==> src/rtl/clkdiv_pkg.sv <==
// clkdiv_pkg: shared defaults and helpers for the clkdiv_bank clock divider slice.
package clkdiv_pkg;

  localparam int NUM_CH_DEF  = 4;
  localparam int DIV_W_DEF   = 16;
  localparam int DIV_RST_DEF = 2;

  typedef logic [DIV_W_DEF-1:0] div_t;

  // Channel-select width; never below one bit so a single-channel bank keeps its port.
  function automatic int ch_width(input int num_ch);
    return (num_ch > 1) ? $clog2(num_ch) : 1;
  endfunction

endpackage

==> src/rtl/clkdiv_ch.sv <==
// clkdiv_ch: one divider channel with counter, active/pending divisor and run/stop control.
// Divisor changes land only at a falling boundary (or at once when stopped/halted/aligned).
module clkdiv_ch
  import clkdiv_pkg::*;
#(
  parameter int DIV_W   = DIV_W_DEF,
  parameter int DIV_RST = DIV_RST_DEF
) (
  input  logic             clk_i,
  input  logic             rst_ni,
  input  logic             en_i,
  input  logic             sync_i,
  input  logic             wr_i,
  input  logic [DIV_W-1:0] wr_div_i,
  output logic             pend_o,
  output logic             clk_o,
  output logic             tick_o
);

  localparam logic [DIV_W-1:0] DIV_ZERO = {DIV_W{1'b0}};
  localparam logic [DIV_W-1:0] DIV_ONE  = {{(DIV_W-1){1'b0}}, 1'b1};

  logic [DIV_W-1:0] cnt_r;
  logic [DIV_W-1:0] div_q_r;
  logic [DIV_W-1:0] pdiv_r;
  logic             pend_r;
  logic             clk_r;
  logic             tick_r;

  logic running_s;
  logic boundary_s;
  logic align_s;
  logic apply_s;

  // A high phase always runs out even when disabled, so a pulse is never cut short.
  always_comb begin
    running_s  = (div_q_r != DIV_ZERO) && (en_i || clk_r);
    boundary_s = running_s && (cnt_r == (div_q_r - DIV_ONE));
    align_s    = sync_i && en_i;
    apply_s    = pend_r && ((boundary_s && clk_r) || !running_s || align_s);
  end

  // Counter, divided clock and tick; every restart point parks at count 0 with clock low.
  always_ff @(posedge clk_i or negedge rst_ni) begin
    if (!rst_ni) begin
      cnt_r  <= DIV_ZERO;
      clk_r  <= 1'b0;
      tick_r <= 1'b0;
    end else if (apply_s || align_s || !running_s) begin
      cnt_r  <= DIV_ZERO;
      clk_r  <= 1'b0;
      tick_r <= 1'b0;
    end else if (boundary_s) begin
      cnt_r  <= DIV_ZERO;
      clk_r  <= ~clk_r;
      tick_r <= ~clk_r;
    end else begin
      cnt_r  <= cnt_r + DIV_ONE;
      clk_r  <= clk_r;
      tick_r <= 1'b0;
    end
  end

  // Divisor staging: a write waits in pdiv_r until the channel reaches a safe apply point.
  always_ff @(posedge clk_i or negedge rst_ni) begin
    if (!rst_ni) begin
      div_q_r <= DIV_W'(DIV_RST);
      pdiv_r  <= DIV_ZERO;
      pend_r  <= 1'b0;
    end else if (apply_s) begin
      div_q_r <= pdiv_r;
      pdiv_r  <= pdiv_r;
      pend_r  <= 1'b0;
    end else if (wr_i) begin
      div_q_r <= div_q_r;
      pdiv_r  <= wr_div_i;
      pend_r  <= 1'b1;
    end else begin
      div_q_r <= div_q_r;
      pdiv_r  <= pdiv_r;
      pend_r  <= pend_r;
    end
  end

  assign pend_o = pend_r;
  assign clk_o  = clk_r;
  assign tick_o = tick_r;

endmodule

==> src/rtl/clkdiv_bank.sv <==
// clkdiv_bank: NUM_CH runtime-programmable clock dividers with tick strobes and one config port.
// Define CLKDIV_SYNC_EN to add sync_i, which phase-aligns every enabled channel.
module clkdiv_bank
  import clkdiv_pkg::*;
#(
  parameter int  NUM_CH  = NUM_CH_DEF,
  parameter int  DIV_W   = DIV_W_DEF,
  parameter int  DIV_RST = DIV_RST_DEF,
  localparam int CH_W    = ch_width(NUM_CH)
) (
  input  logic              clk_i,
  input  logic              rst_ni,
  input  logic [NUM_CH-1:0] en_i,
  input  logic              cfg_valid_i,
  output logic              cfg_ready_o,
  input  logic [CH_W-1:0]   cfg_ch_i,
  input  logic [DIV_W-1:0]  cfg_div_i,
  output logic [NUM_CH-1:0] pend_o,
  output logic [NUM_CH-1:0] clk_o,
  output logic [NUM_CH-1:0] tick_o
`ifdef CLKDIV_SYNC_EN
  ,
  input  logic              sync_i
`endif
);

  localparam logic [CH_W:0] NUM_CH_L = (CH_W+1)'(NUM_CH);

  logic              ch_ok_s;
  logic              hs_s;
  logic              sync_s;
  logic [NUM_CH-1:0] wr_s;

`ifdef CLKDIV_SYNC_EN
  assign sync_s = sync_i;
`else
  assign sync_s = 1'b0;
`endif

  // Ready mirrors the addressed channel's pending flag; unknown channels accept and drop.
  always_comb begin
    ch_ok_s = ({1'b0, cfg_ch_i} < NUM_CH_L);
    if (ch_ok_s) begin
      cfg_ready_o = ~pend_o[cfg_ch_i];
    end else begin
      cfg_ready_o = 1'b1;
    end
    hs_s = cfg_valid_i & cfg_ready_o;
  end

  for (genvar i = 0; i < NUM_CH; i++) begin : g_ch
    assign wr_s[i] = hs_s & (cfg_ch_i == CH_W'(i));

    clkdiv_ch #(
      .DIV_W   (DIV_W),
      .DIV_RST (DIV_RST)
    ) u_ch (
      .clk_i    (clk_i),
      .rst_ni   (rst_ni),
      .en_i     (en_i[i]),
      .sync_i   (sync_s),
      .wr_i     (wr_s[i]),
      .wr_div_i (cfg_div_i),
      .pend_o   (pend_o[i]),
      .clk_o    (clk_o[i]),
      .tick_o   (tick_o[i])
    );
  end

endmodule

==> config.mk <==
export PLATFORM = sky130hd
export DESIGN_NAME = clkdiv_bank
export DESIGN_NICKNAME = d
export VERILOG_FILES = /design/src/rtl/clkdiv_pkg.sv /design/src/rtl/clkdiv_ch.sv /design/src/rtl/clkdiv_bank.sv
export SDC_FILE = /design/constraint.sdc
export NUM_CORES = 1
export LEC_CHECK = 0
export ABC_AREA = 1
export CAP_MARGIN = 20
export CORE_ASPECT_RATIO = 1.4
export CORE_MARGIN = 1.5
export CORE_UTILIZATION = 50
export CTS_CLUSTER_DIAMETER = 200
export DETAILED_ROUTE_END_ITERATION = 6
export PLACE_DENSITY = 0.64
export RECOVER_POWER = 100
export SYNTH_ARGS = -nofsm -noshare
export SYNTH_HDL_FRONTEND = slang
export SYNTH_HIERARCHICAL = 1
export SYNTH_SLANG_ARGS = --single-unit
==> constraint.sdc <==
create_clock -name clk_i -period 2.8 [get_ports clk_i]
set_clock_uncertainty 0.05 [all_clocks]
set_input_delay 0.56 -clock clk_i [delete_from_list [all_inputs] [get_ports clk_i]]
set_output_delay 0.56 -clock clk_i [all_outputs]
set_load 0.1 [all_outputs]
# Yosys cells after proc, flatten, opt, wreduce, memory -nomap -nowiden
# Index checks and enable logic that the tools add are counted.
totals:
  word_cells: 137
  out_inout_bits: 13
  inputBits: 25
  ff_bits: 204
classes:
  n_lt_le_gt_ge: 1
  n_bitwise: 14
  n_addsub: 8
  n_reduce_logical: 49
  n_eq_ne: 7
  n_mux: 34
ops:
  columns: ["op", "n"]
  rows:
  - ["16-bit two-way mux", 8]
  - ["16-bit by 1-bit adder with 16-bit output (second input constant)", 4]
  - ["16-bit equality test", 4]
  - ["16-bit nonzero test", 4]
  - ["16-bit by 1-bit subtractor with 16-bit output (second input constant)", 4]
  - ["1-bit two-way mux", 25]
  - ["1-bit logical AND", 16]
  - ["2-bit nonzero test", 8]
  - ["1-bit logical OR", 12]
  - ["1-bit inverter", 9]
  - ["2-bit AND reduction", 4]
  - ["1-bit AND", 5]
  - ["2-bit equality test (second input constant)", 2]
  - ["1-bit zero test", 4]
  - ["2-bit by 3-bit less-than comparator with 1-bit output (second input constant)", 1]
  - ["1-bit binary-select mux with 2-bit select", 1]
  - ["2-bit by 1-bit equality test with 1-bit output (second input constant)", 1]
  - ["2-bit zero test", 1]

# Depth between registers and ports, before layout
depth:
  ltp_word: 8
  ltp_mapped: 19
  mapped_depth_nobuf: 18

# Cells and area by module
# Netlist, hierarchy kept.
modules_own_cells:
  columns: ["mod", "n_inst", "seq_area_each_um2", "cells_each", "area_each_um2"]
  rows:
  - ["clkdiv_ch at g_ch[0].u_ch ...", 3, 1277.5, 391, 2941.6]
  - ["clkdiv_ch at g_ch[3].u_ch", 1, 1277.5, 388, 2939.1]
  - ["clkdiv_bank", 1, 0.0, 22, 105.1]

# Worst setup path before layout
# No wires, ideal clock.
synth_path:
  path_type: "register to register"
  from: "reg g_ch[3].u_ch.clk_r"
  to: "reg g_ch[3].u_ch.div_q_r[6]"
  path_buffers: 1
  stages_incl_launch_ff: 14
  required_time_ns: 2.634
  setup_ns: 0.116
  t_arrival_ns: 2.221
  slack_ns: 0.413
  synth_period_minus_slack_ns: 2.387
  path_cell_list: "dfrtp_1 > or2_2 > nand2_1 > nor2_1 > nand2_1 > nor2_1 > nand2_1 > nor2_1 > nand3_2 > nand2_4 > nand2_8 > buf_2 > nand2_1 > nand2_1"
synth_via:
  elab_chain_cells: 6
  elab_cells_between_ends: 7
  classes_between: "reduce/logical: 7"
synth_lines:
  columns: ["item", "line_no", "source"]
  rows:
  - ["start, declared", "clkdiv_ch.sv:27", "logic clk_r;"]
  - ["start signal, assigned", "clkdiv_ch.sv:55", "clk_r <= ~clk_r;"]
  - ["start signal, assigned", "clkdiv_ch.sv:59", "clk_r <= clk_r;"]
  - ["1-bit logical OR", "clkdiv_ch.sv:37", "running_s = (div_q_r != DIV_ZERO) && (en_i || clk_r);"]
  - ["1-bit logical AND", "clkdiv_ch.sv:37", null]
  - ["1-bit logical AND", "clkdiv_ch.sv:38", "boundary_s = running_s && (cnt_r == (div_q_r - DIV_ONE));"]
  - ["1-bit logical AND", "clkdiv_ch.sv:40", "apply_s = pend_r && ((boundary_s && clk_r) || !running_s || align_s);"]
  - ["1-bit logical OR *", "clkdiv_ch.sv:40", null]
  - ["1-bit logical AND *", "clkdiv_ch.sv:40", null]
  - ["end signal, assigned", "clkdiv_ch.sv:67", "div_q_r <= DIV_W'(DIV_RST);"]
  - ["end signal, assigned", "clkdiv_ch.sv:71", "div_q_r <= pdiv_r;"]
  - ["end signal, assigned", "clkdiv_ch.sv:75", "div_q_r <= div_q_r;"]
  - ["end, declared", "clkdiv_ch.sv:24", "logic [DIV_W-1:0] div_q_r;"]
# Every way passes the cells marked *; elsewhere a longest branch is shown, timed or not.
# A chain may end at the register's enable or synchronous reset.

# Worst setup path in the final report
layout_path:
  from: "reg g_ch[0].u_ch.div_q_r[1]"
  to: "reg g_ch[0].u_ch.pdiv_r[5]"
layout_via:
  elab_chain_cells: 8
  elab_cells_between_ends: 11
  classes_between: "add/sub: 1; eq/ne: 1; bitwise: 1; reduce/logical: 8"
layout_lines:
  columns: ["item", "line_no", "source"]
  rows:
  - ["start, declared", "clkdiv_ch.sv:24", null]
  - ["start signal, assigned", "clkdiv_ch.sv:67", null]
  - ["start signal, assigned", "clkdiv_ch.sv:71", null]
  - ["start signal, assigned", "clkdiv_ch.sv:75", null]
  - ["16-bit by 1-bit subtractor with 16-bit output / 16-bit nonzero test (equally long branches)", "clkdiv_ch.sv:38, clkdiv_ch.sv:37", null]
  - ["16-bit equality test / 1-bit logical AND (equally long branches)", "clkdiv_ch.sv:38, clkdiv_ch.sv:37", null]
  - ["1-bit logical AND", "clkdiv_ch.sv:38", null]
  - ["1-bit logical AND", "clkdiv_ch.sv:40", null]
  - ["1-bit logical OR *", "clkdiv_ch.sv:40", null]
  - ["1-bit logical AND *", "clkdiv_ch.sv:40", null]
  - ["1-bit inverter (no source line) *", null, null]
  - ["2-bit AND reduction (no source line) *", null, null]
  - ["end signal, assigned", "clkdiv_ch.sv:72", "pdiv_r <= pdiv_r;"]
  - ["end signal, assigned", "clkdiv_ch.sv:76", "pdiv_r <= wr_div_i;"]
  - ["end signal, assigned", "clkdiv_ch.sv:80", "pdiv_r <= pdiv_r;"]
  - ["end, declared", "clkdiv_ch.sv:25", "logic [DIV_W-1:0] pdiv_r;"]
# Marked as above.

==> flow_metrics.env <==
export IMPL_status="finished with violations"
export IMPL_violations="max-capacitance violations, max-slew violations"
export IMPL_grt_pass1_vias=9325
export IMPL_crit_family="simple AND/OR/NAND/NOR gates"
export IMPL_synthCells=1583
export IMPL_syn_area_um2=11870
export IMPL_synthFlopType="dfrtp_1"
export IMPL_clk_latency_ps=510
export IMPL_power_density_nw_per_um2=982.8
export IMPL_drc=0
export IMPL_hold_viol_final=0
export IMPL_final_nets=1661
export IMPL_hpwl_um=20030
export IMPL_place_congestion=0.9923
export IMPL_cp_num_cells=14
export IMPL_drt_wl_total_um=26890
export IMPL_avgSynthCellArea_um2=7.498
export IMPL_leakagePower_nw=6.652
export IMPL_viasPerCell=4.957
export IMPL_cts_setup_buffers=0
export IMPL_die_width_um=133.2
export IMPL_synth_edff_count=0
export IMPL_fmax_ghz=0.3934
export IMPL_reg2regPathDepth=14
export IMPL_dieArea_um2=24680
export IMPL_drive_gt1_frac=0.08847
export IMPL_clkTransAtPathRegs_ps=60
export IMPL_yosysWarnings=6
export IMPL_worstPathRequired_ps=3190
export IMPL_peakVddDrop_v=0.0005260
export IMPL_placed_cells=1905
export IMPL_grt_met2_usage=0.4052
export IMPL_row_count=66
export IMPL_vias=9641
export IMPL_htreeDepth=1
export IMPL_port_buffers=37
export IMPL_crit_start="g_ch[0].u_ch/div_q_r[1]"
export IMPL_worstSetupPathType="register to register"
export IMPL_cts_buffers=22
export IMPL_synth_top_area_cell="dfrtp_1"
export IMPL_drtIter0Drc=574
export IMPL_root_buffer="clkbuf_16"
export IMPL_dr_pass1_iters=6
export IMPL_post_drt_wl_per_cell_um=13.82
export IMPL_cts_tree="done"
export IMPL_grt_use_met3=0.02764
export IMPL_rsz0062_at_grt="no"
export IMPL_period_needed_ps=2542
export IMPL_finalSetupTns_ps=0
export IMPL_start_kind="register"
export IMPL_start_util=0.5097
export IMPL_yosysSeqAreaShare=0.4305
export IMPL_end_kind="register"
export IMPL_area_delta_synth_final_pct=10.25
export IMPL_path_cells="inv_1 > ha_1 > nand2_2 > inv_2 > nand2_1 > xor2_1 > nand2_1 > nor2_2 > nand4_1 > nand2_4 > nand2_4 > nand2_8 > nand2_1 > nand2_1"
export IMPL_core_area_um2=23290
export IMPL_grt_antenna_before_repair=0
export IMPL_cp_common_cell="nand2_1"
export IMPL_busiest_layer="met2"
export IMPL_max_cap_viol_count=1
export IMPL_slowest_delay_ps=550
export IMPL_grt_overflow=0
export IMPL_cp_endpoint="g_ch[0].u_ch/pdiv_r[5]"
export IMPL_path_buf_inv=2
export IMPL_cp_max_fo=34
export IMPL_slew_headroom=-0.07490
export IMPL_synth_area_leaders="dfrtp_1, nand2_1, nand3_1"
export IMPL_synth_top_area_frac=0.4217
export IMPL_reg2reg_slack_ps=260
export IMPL_clock_path_buffers=3
export IMPL_period_share=0.9078
export IMPL_crit_slowest_cell="dfstp_1"
export IMPL_r2r_end="g_ch[0].u_ch/pdiv_r[5]"
export IMPL_cts_sinks=204
export IMPL_ys_ff_latch=204
export IMPL_antenna_left=0
export IMPL_grt_max_degree=63
export IMPL_finalNonFillerCells=1945
export IMPL_io_pins=38
export IMPL_grt_usage=0.2263
export IMPL_arrival_ps=2930
export IMPL_hp_start="g_ch[1].u_ch/pdiv_r[3]"
export IMPL_die_height_um=185.3
export IMPL_rr_startpoint="g_ch[0].u_ch/div_q_r[1]"
export IMPL_finalSetupViolations=0
export IMPL_grt_first_pass_wirelength_um=45560
export IMPL_diodes=0
export IMPL_maxSlewViolCount=62
export IMPL_hold_path_class="register to register"
export IMPL_synth_cell_type_count=41
export IMPL_gr_usage_met1=0.2782
export IMPL_async_reset_ff_frac=1.000
export IMPL_worst_pin_slew_ps=1612
==> cell type report <==
type,count,area [um2]
fillers,2311,10200
repair buffers,58,469.2
inverters,127,481.7
multi-input cells,1211,5944
flip-flops and latches,204,5110
well taps,306,382.9
clock inverters,12,96.34
clock buffers,27,600.6
==> stage by stage <==
| step | area (um2) | utilization | hold slack [ps] | worst slack [ps] | power [mW] |
|---|---|---|---|---|---|
| after floorplan | 11880 | - | 214.4 | 413.0 | 8.914 |
| after global placement | 12470 | 0.5357 | 404.4 | 322.8 | 10.04 |
| after detailed placement | 12470 | 0.5357 | 407.4 | 301.8 | 10.14 |
| after CTS | 13180 | 0.5660 | 423.3 | 294.2 | 13.04 |
| after global routing | 13090 | 0.5619 | 433.6 | 52.08 | 13.96 |
| final | 13090 | 0.5619 | 421.5 | 258.1 | 12.86 |
==> layout by cell type, fill, tap and decap left out, types with 6 or more instances in the layout <==
cell type / instances
a21oi_1: 13
buf_4: 12
clkbuf_1: 11
clkbuf_16: 23
clkbuf_2: 10
clkdlybuf4s50_1: 22
clkinv_2: 7
dfrtp_1: 200
ha_1: 12
inv_1: 116
inv_2: 10
nand2_1: 561
nand2_2: 13
nand2_4: 7
nand3_1: 175
nand3b_1: 6
nand4_1: 24
nor2_1: 185
nor2_2: 29
nor2_4: 9
nor3_1: 16
nor3b_1: 11
o21ai_0: 15
xnor2_1: 38
xor2_1: 63
==> how the worst min path moves through the flow <==
stage | endpoint | slack (ps) | cells past startpoint
finish | g_ch[1].u_ch/pdiv_r[3] | 420 | 2
detailed placement | g_ch[3].u_ch/div_q_r[5] | 410 | 2
global placement | g_ch[1].u_ch/pdiv_r[4] | 400 | 2
CTS | g_ch[3].u_ch/div_q_r[1] | 420 | 2
global route | g_ch[0].u_ch/pdiv_r[12] | 430 | 2
floorplan | g_ch[0].u_ch/clk_o | 210 | 0
==> power breakdown <==
| part | total, mW | internal [mW] | switching [mW] |
|---|---|---|---|
| clock | 2.81 | 1.62 | 1.19 |
| combinational | 5.34 | 1.87 | 3.48 |
| sequential | 4.71 | 3.82 | 0.888 |
==> synthesized netlist by cell type, types with 14 or more instances <==
cell,n
buf_2,17
inv_1,116
dfrtp_1,200
nand3_1,175
nor3_1,16
xor2_1,63
nand2_1,560
o21ai_0,14
nand4_1,23
xnor2_1,38
nor2_2,29
nor2_1,185
==> logic make-up (layout without fill, tap and decap cells) <==
| family | count (synthesis) | count (layout) | share of synthesized area |
|---|---|---|---|
| AOI/OAI and AO/OA | 38 | 38 | 0.01771 |
| DFF | 204 | 204 | 0.4305 |
| and+or+nand+nor | 1056 | 1056 | 0.3969 |
| adders and majority gates | 12 | 12 | 0.01265 |
| xor gates and xnor gates | 101 | 101 | 0.07453 |
| other | 1 | 4 | 0.0003160 |
| buffers and inverters | 171 | 224 | 0.06736 |
==> worst register-to-register path: stages, from the launching register on <==
cell     delay, ps
dfstp_1        550
inv_1           80
ha_1           210
nand2_2        150
inv_2           60
nand2_1         80
xor2_1         180
nand2_1         90
nor2_2         140
nand4_1        170
nand2_4        120
nand2_4        220
nand2_8        210
nand2_1         80
nand2_1         80
==> routing by layer <==
metal	up-vias	part of all wire
li1	5036	-
met1	4422	0.44
met2	127	0.50
met3	56	0.029
met4	0	0.037
met5	-	0
==> registers in the layout (all words and copies together), names as in the netlist <==
register,flops
g_ch.u_ch/clk_o,4
g_ch.u_ch/cnt_r,64
g_ch.u_ch/div_q_r,64
g_ch.u_ch/pdiv_r,64
g_ch.u_ch/pend_o,4
g_ch.u_ch/tick_o,4
==> what timing repair did <==
| action | in CTS | in global routing |
|---|---|---|
| resized for setup | 0 | 0 |
| hold buffers | 1 | 0 |
| hold endpoints to repair | 10 | 0 |
(Power assumes the default switching activity.)
